<file path="config.mk">
export PLATFORM = sky130hd
export DESIGN_NAME = ex_mult_div
export DESIGN_NICKNAME = d
export VERILOG_FILES = /design/src/rtl/ex_mult_div.sv
export SDC_FILE = /design/constraint.sdc
export NUM_CORES = 2
export LEC_CHECK = 0
export CORE_MARGIN = 5
export CORE_UTILIZATION = 41
export CTS_CLUSTER_DIAMETER = 200
export DETAILED_ROUTE_END_ITERATION = 8
export GPL_TIMING_DRIVEN = 0
export HOLD_SLACK_MARGIN = 0.03
export PLACE_DENSITY_LB_ADDON = 0.05
export REMOVE_ABC_BUFFERS = 1
export SYNTH_ARGS = -nofsm -noshare
export SYNTH_HDL_FRONTEND = slang
export SYNTH_SLANG_ARGS = --single-unit
export TNS_END_PERCENT = 100
</file>
<file path="constraint.sdc">
create_clock -name clk -period 11.7 [get_ports clk]
set_input_delay 1.17 -clock clk [delete_from_list [all_inputs] [get_ports clk]]
set_output_delay 1.17 -clock clk [all_outputs]
set_load 0.05 [all_outputs]
</file>
<file path="src/rtl/ex_mult_div.sv">
// EX-stage multiply/divide unit: registered MULT/MULTU and a radix-2 restoring DIV/DIVU.
// Holds the pipeline through stall_request until done pulses with fresh hi_out/lo_out.
module ex_mult_div #(
   parameter int DATA_WIDTH = 32
) (
   input  logic                  clk,
   input  logic                  rst,
   input  logic                  start,
   input  logic [5:0]            funct,
   input  logic [DATA_WIDTH-1:0] operand_1,
   input  logic [DATA_WIDTH-1:0] operand_2,
   input  logic                  flush,
   output logic                  stall_request,
   output logic                  done,
   output logic [DATA_WIDTH-1:0] hi_out,
   output logic [DATA_WIDTH-1:0] lo_out
);

   localparam int W  = DATA_WIDTH;
   localparam int CW = $clog2(DATA_WIDTH);
   localparam logic [CW-1:0] CNT_LAST = CW'(DATA_WIDTH - 1);

   typedef enum logic [1:0] {
      S_IDLE = 2'd0,
      S_MUL  = 2'd1,
      S_DIV  = 2'd2,
      S_DONE = 2'd3
   } state_t;

   state_t         state, state_nx;
   logic [W-1:0]   op_a, op_b;
   logic           op_signed;
   logic [W-1:0]   rem, quo;
   logic [CW-1:0]  cnt;
   logic           neg_q, neg_r;

   logic           funct_valid, funct_div, funct_signed, accept;
   logic [W-1:0]   mag_1, mag_2;
   logic [2*W-1:0] ext_a, ext_b, product;
   logic [W:0]     shifted, diff;
   logic           borrow;
   logic [W-1:0]   rem_nx, quo_nx, q_final, r_final;

   // Handshake: start with a valid funct in IDLE is accepted unless flush is high;
   // the op is consumed when done pulses, and stall_request holds EX until then.
   always_comb begin
      funct_valid  = (funct[5:2] == 4'b0110);
      funct_div    = funct[1];
      funct_signed = ~funct[0];
      accept       = (state == S_IDLE) && start && funct_valid && !flush;
      mag_1 = (funct_signed && operand_1[W-1]) ? -operand_1 : operand_1;
      mag_2 = (funct_signed && operand_2[W-1]) ? -operand_2 : operand_2;
   end

   // Sign- or zero-extend to 2W so one unsigned multiply covers both MULT and MULTU.
   always_comb begin
      ext_a   = {{W{op_signed & op_a[W-1]}}, op_a};
      ext_b   = {{W{op_signed & op_b[W-1]}}, op_b};
      product = ext_a * ext_b;
   end

   // One restoring step; the partial remainder is always below the divisor, so W+1 bits hold it.
   always_comb begin
      shifted = {rem, quo[W-1]};
      diff    = shifted - {1'b0, op_b};
      borrow  = diff[W];
      rem_nx  = borrow ? shifted[W-1:0] : diff[W-1:0];
      quo_nx  = {quo[W-2:0], ~borrow};
      q_final = neg_q ? -quo_nx : quo_nx;
      r_final = neg_r ? -rem_nx : rem_nx;
   end

   always_comb begin
      state_nx = state;
      if (flush) begin
         state_nx = S_IDLE;
      end else begin
         case (state)
            S_IDLE: begin
               if (accept) begin
                  if (funct_div && operand_2 == '0) state_nx = S_DONE;
                  else if (funct_div)               state_nx = S_DIV;
                  else                              state_nx = S_MUL;
               end
            end
            S_MUL:   state_nx = S_DONE;
            S_DIV:   if (cnt == CNT_LAST) state_nx = S_DONE;
            S_DONE:  state_nx = S_IDLE;
            default: state_nx = S_IDLE;
         endcase
      end
   end

   always_comb begin
      stall_request = accept || (state == S_MUL) || (state == S_DIV);
      done          = (state == S_DONE);
   end

   always_ff @(posedge clk or negedge rst) begin
      if (!rst) state <= S_IDLE;
      else      state <= state_nx;
   end

   // hi_out/lo_out are written on the edge into DONE so they are valid while done is high.
   always_ff @(posedge clk or negedge rst) begin
      if (!rst) begin
         op_a      <= '0;
         op_b      <= '0;
         op_signed <= 1'b0;
         rem       <= '0;
         quo       <= '0;
         cnt       <= '0;
         neg_q     <= 1'b0;
         neg_r     <= 1'b0;
         hi_out    <= '0;
         lo_out    <= '0;
      end else if (!flush) begin
         case (state)
            S_IDLE: begin
               if (accept) begin
                  op_a      <= operand_1;
                  op_b      <= funct_div ? mag_2 : operand_2;
                  op_signed <= funct_signed;
                  rem       <= '0;
                  quo       <= mag_1;
                  cnt       <= '0;
                  neg_q     <= funct_signed & (operand_1[W-1] ^ operand_2[W-1]);
                  neg_r     <= funct_signed & operand_1[W-1];
                  if (funct_div && operand_2 == '0) begin
                     hi_out <= operand_1;
                     lo_out <= '1;
                  end
               end
            end
            S_MUL: begin
               hi_out <= product[2*W-1:W];
               lo_out <= product[W-1:0];
            end
            S_DIV: begin
               rem <= rem_nx;
               quo <= quo_nx;
               cnt <= cnt + 1'b1;
               if (cnt == CNT_LAST) begin
                  hi_out <= r_final;
                  lo_out <= q_final;
               end
            end
            default: ;
         endcase
      end
   end

endmodule

</file>
==> After elaboration in Yosys (flattened, before gate mapping) <==
Cells that the tools add are included.
{ "word_totals": {"register_bits": 202, "in_bits": 74, "out_inout_bits": 66, "elab_cells": 79} }
{ "classes": {"add_sub_neg": 6, "multipliers": 1, "n_eq_ne": 10, "muxes": 26, "bitwise_logic": 8, "reduce_logical": 17} }
{ "op_table": {"columns": ["operator", "n"], "rows": [
  ["$mux 32", 14],
  ["$pmux 32 s3", 2],
  ["$neg 32->32", 4],
  ["$pmux 32 s2", 2],
  ["$mul 33x33->64", 1],
  ["$sub 33x32->33", 1],
  ["$logic_not 32->1", 1],
  ["$mux 2", 5],
  ["$pmux 5 s2", 1],
  ["$pmux 2 s4", 1],
  ["$logic_and 1x1->1", 6],
  ["$ne 3x3->1 const B", 2],
  ["$reduce_and 3->1", 2],
  ["$add 5x1->5 const B", 1],
  ["$eq 5x5->1 const B", 1],
  ["$mux 5", 1],
  ["$reduce_and 5->1", 1],
  ["$and 1x1->1", 4],
  ["$eq 2x2->1 const B", 2],
  ["$eq 4x3->1 const B", 1],
  ["$ne 2x2->1 const B", 2],
  ["$not 1->1", 3],
  ["$reduce_bool 3->1", 1],
  ["$eq 2x1->1 const B", 1],
  ["7 further kinds", 8]
]} }

==> Depth between registers and ports, before layout <==
{ "depth": {"depth_word": 7, "ltp_mapped": 33, "mapped_depth_nobuf": 30} }

==> Worst setup path after synthesis <==
No wires, ideal clock.
{ "synth_path": {"path_type": "register -> register", "startpoint": "register op_a[31]", "endpoint": "register hi_out[27]", "setup_ps": 128, "arrival_ps": 8301, "required_ps": 11572, "path_slack_ps": 3271, "stages_incl_launch_ff": 33, "path_buffers": 3, "period_less_slack_ps": 8429, "cell_sequence": "dfrtp_1 clkbuf_1 and2_1 clkbuf_1 nand2_1 inv_1 fa_1 inv_1 fa_1 inv_1 fa_1 fa_1 inv_1 fa_1 inv_1 fa_1 inv_1 fa_1 fa_1 inv_1 ha_1 clkbuf_1 nand3_1 or4_1 nor2_1 o211ai_1 nand3_1 a21o_1 a21boi_0 o21ai_0 xor2_1 a221oi_1 o21ai_1"} }
{ "synth_between": {"elab_chain_cells": 3} }
{ "synth_rtl": {"columns": ["element", "line_no", "source"], "rows": [
  ["start: declaration", "31", "logic [W-1:0] op_a, op_b;"],
  ["start signal: assignment", "121", "op_a <= operand_1;"],
  ["$and 1x1->1", "57", "ext_a = {{W{op_signed & op_a[W-1]}}, op_a};"],
  ["$mul 33x33->64 (*)", "59", "product = ext_a * ext_b;"],
  ["$pmux 32 s3 (*)", "118", "case (state)"],
  ["end signal: assignment", "130", "hi_out <= operand_1;"],
  ["end signal: assignment", "136", "hi_out <= product[2*W-1:W];"],
  ["end signal: assignment", "144", "hi_out <= r_final;"],
  ["end: declaration", "15", "output logic [DATA_WIDTH-1:0] hi_out,"]
]} }
Every way passes the cells marked *; elsewhere a longest branch is shown, timed or not.
A chain may end at the register's enable or synchronous reset.

==> Worst setup path in the final report <==
{ "layout_path": {"startpoint": "register op_a[31]", "endpoint": "register hi_out[28]"} }
Same word-level chain as after synthesis.

==> flow_summary.json <==
{
  "worstPathMaxFanout": 29,
  "clkSinkCount": 202,
  "clk_pin_slew_ns": 0.07,
  "reg2reg_depth": 29,
  "ys.flop_type": "dfrtp_1",
  "drc": 0,
  "syn-cell-area_um2": 52100,
  "synth_edf_count": 0,
  "worst_ep_arrival_time_ns": 11.30,
  "ys_seq_elements": 202,
  "clock_path_buffers": 3,
  "wl_um": 180000,
  "wire_per_inst_um": 23.9,
  "rows": 130,
  "period_share_pct": 93.3,
  "netlist_instances": 5942,
  "slew_headroom_pct": 13.8,
  "grt_max_degree": 103,
  "ant_nets": 0,
  "cp_common_cell": "fa_1",
  "fin_crit_ns": 10.92,
  "r2r_end": "hi_out[28]",
  "rsz0062_at_grt": "false",
  "status": "finished, final reports clean",
  "ys_warn_count": 0,
  "min_path_type": "reg -> reg",
  "cts_tree": "built",
  "die_width_um": 367,
  "cp-start-kind": "flip-flop",
  "grt_usage_pct": 27.0,
  "finalSetupViolations": 0,
  "holdPathStages": 1,
  "cts-root-buf": "clkbuf_16",
  "end_kind": "flip-flop",
  "ios": 140,
  "via_per_inst": 5.40,
  "whs_endpoint": "hi_out[13]",
  "place_congestion": 0.864,
  "hold_start": "hi_out[13]",
  "synth_top_cell_by_area": "fa_1",
  "yosysMostFrequentCell": "inv_1",
  "io_buffers": 139,
  "fmax_ghz": 0.0916,
  "ys_top_cells_by_area": "fa_1 43%, dfrtp_1 9.7%, inv_1 8.5%, nand2_1 7.2%, ha_1 6.1%",
  "crit_slowest_cell": "fa_1",
  "fin_skew_ns": 0.0173,
  "synth_common_cells": "1181 x inv_1, 1126 x fa_1, 999 x nand2_1",
  "cts_inserted_buffers": 24,
  "synth-seq-area-share_pct": 9.70,
  "final_layout_size_suffix_gt1_share_pct": 4.22,
  "drv_slew": 0,
  "critical_path_class": "reg -> reg",
  "final_nets": 7296,
  "required_ns": 12.08,
  "hold_buffers": 0,
  "r2r-start": "op_a[31]",
  "post-route-util_pct": 45.1,
  "design.core.area_um2": 126000,
  "antenna_found_initial": 8,
  "grt_pass1_wl_um": 277000,
  "drt_iter0_drc": 2893,
  "grt_pass1_vias": 42700,
  "die-height_um": 367,
  "dpl.hpwl_um": 143000,
  "die_area_um2": 134000,
  "clkLatencyLatePin_ns": 0.55,
  "maxCapViolCount": 0,
  "synth_area_per_cell_um2": 8.77,
  "dr_total_vias": 40500,
  "async_reset_ff_share_pct": 100,
  "syn2layout_area_growth_pct": 8.85,
  "synth_top_area_share_pct": 43.3,
  "timing_hold_violations_final": 0,
  "max_stage_delay_ns": 1.10,
  "grt_overflow_total": 0,
  "postCtsSetupBuffers": 0,
  "cts_htree_levels": 1,
  "start_util_pct": 41.4,
  "synth_cell_types": 98,
  "rrSetupSlack_ns": 0.78,
  "tightest_slew_ns": 1.29,
  "dr.pass1.iters": 6
}
-- sequential cells by signal, indices dropped and copies added (netlist names), 2 cells and up --
signal and count:
state 2, cnt 5, op_a 32, rem 32, op_b 32, quo 32, lo_out 32, hi_out 32
-- routing by layer --
metal	share of wire, %	track usage (%)
met1	44	38.1
met2	49	45.9
met3	4.8	2.12
met4	2.7	5.37
met5	0.0072	0
-- how the worst max path moves through the flow --
| stage | startpoint | endpoint | slack (ns) | depth (start not counted) |
|---|---|---|---|---|
| 3_5_place_dp | op_signed | hi_out[27] | 0.36 | 29 |
| 6_report | op_a[31] | hi_out[28] | 0.78 | 29 |
| 2_1_floorplan | op_a[31] | hi_out[27] | 2.95 | 29 |
| 5_1_grt | op_a[31] | hi_out[27] | 0.16 | 30 |
| 4_1_cts | op_signed | hi_out[27] | 0.34 | 29 |
| 3_3_place_gp | state[0] | quo[14] | -0.76 | 7 |
-- area by class of cell --
class | instances | area [µm²]
diodes | 3 | 7.51
multi-input cells | 4213 | 41300
well taps | 1650 | 2060
flip-flops and latches | 202 | 5140
clock inverters | 7 | 87.6
clock buffers | 37 | 701
repair buffers | 215 | 2950
fillers | 12700 | 69200
inverters | 1185 | 4450
-- worst max-delay path, delay by kind of cell (launching register included) --
family	cells	cell delay, ns
xor+xnor	1	0.25
buf+inv	6	1.08
compound gates	9	2.11
fa+ha+maj	9	5.29
simple gates	4	1.18
flops	1	0.76
-- placed cells by master (no fill, tap or decap), types with 65 or more instances in the layout --
master and instances:
inv_1 1181, fa_1 1125, nand2_1 998, and2_1 354
ha_1 252, o21ai_0 207, nor2_1 200, a21oi_1 179
xnor2_1 140, clkdlybuf4s50_1 138, dfrtp_1 137, xor2_1 69
nand3_1 65, dfrtp_2 65
-- kinds of logic (layout without fill, tap and decap cells) --
family	Yosys count	in the layout	share of synthesized area (%)
XOR/XNOR	209	209	3.51
buffers and inverters	1527	1444	11.1
AO/OA/AOI/OAI	732	732	9.16
adder cells (fa/ha/maj)	1381	1381	49.4
multiplexers	27	27	0.528
other	0	3	0
AND/OR/NAND/NOR	1864	1864	16.6
flip-flops	202	202	9.70
-- stage by stage --
| stage | setup TNS (ns) | cells | hold WS, ns | cell area, µm² | setup slack (ns) |
|---|---|---|---|---|---|
| 5_1_grt | 0 | 7509 | 0.503 | 56700 | 0.156 |
| 3_3_place_gp | -25.08 | 7389 | 0.462 | 54200 | -0.757 |
| 6_report | 0 | 7512 | 0.482 | 56700 | 0.781 |
| 3_5_place_dp | 0 | 7465 | 0.471 | 55900 | 0.360 |
| 2_1_floorplan | 0 | 5600 | 0.473 | 50800 | 2.95 |
| 4_1_cts | 0 | 7509 | 0.485 | 56700 | 0.339 |
-- timing repair --
item                                    CTS  global route
endpoints found under the hold margin     0             0
gates resized for setup                   0             2
endpoints found under the setup margin    0             3
Power is left out: the tool's default activity adds up to more than one toggle a clock period on the data nets, which glitch-free logic cannot reach.
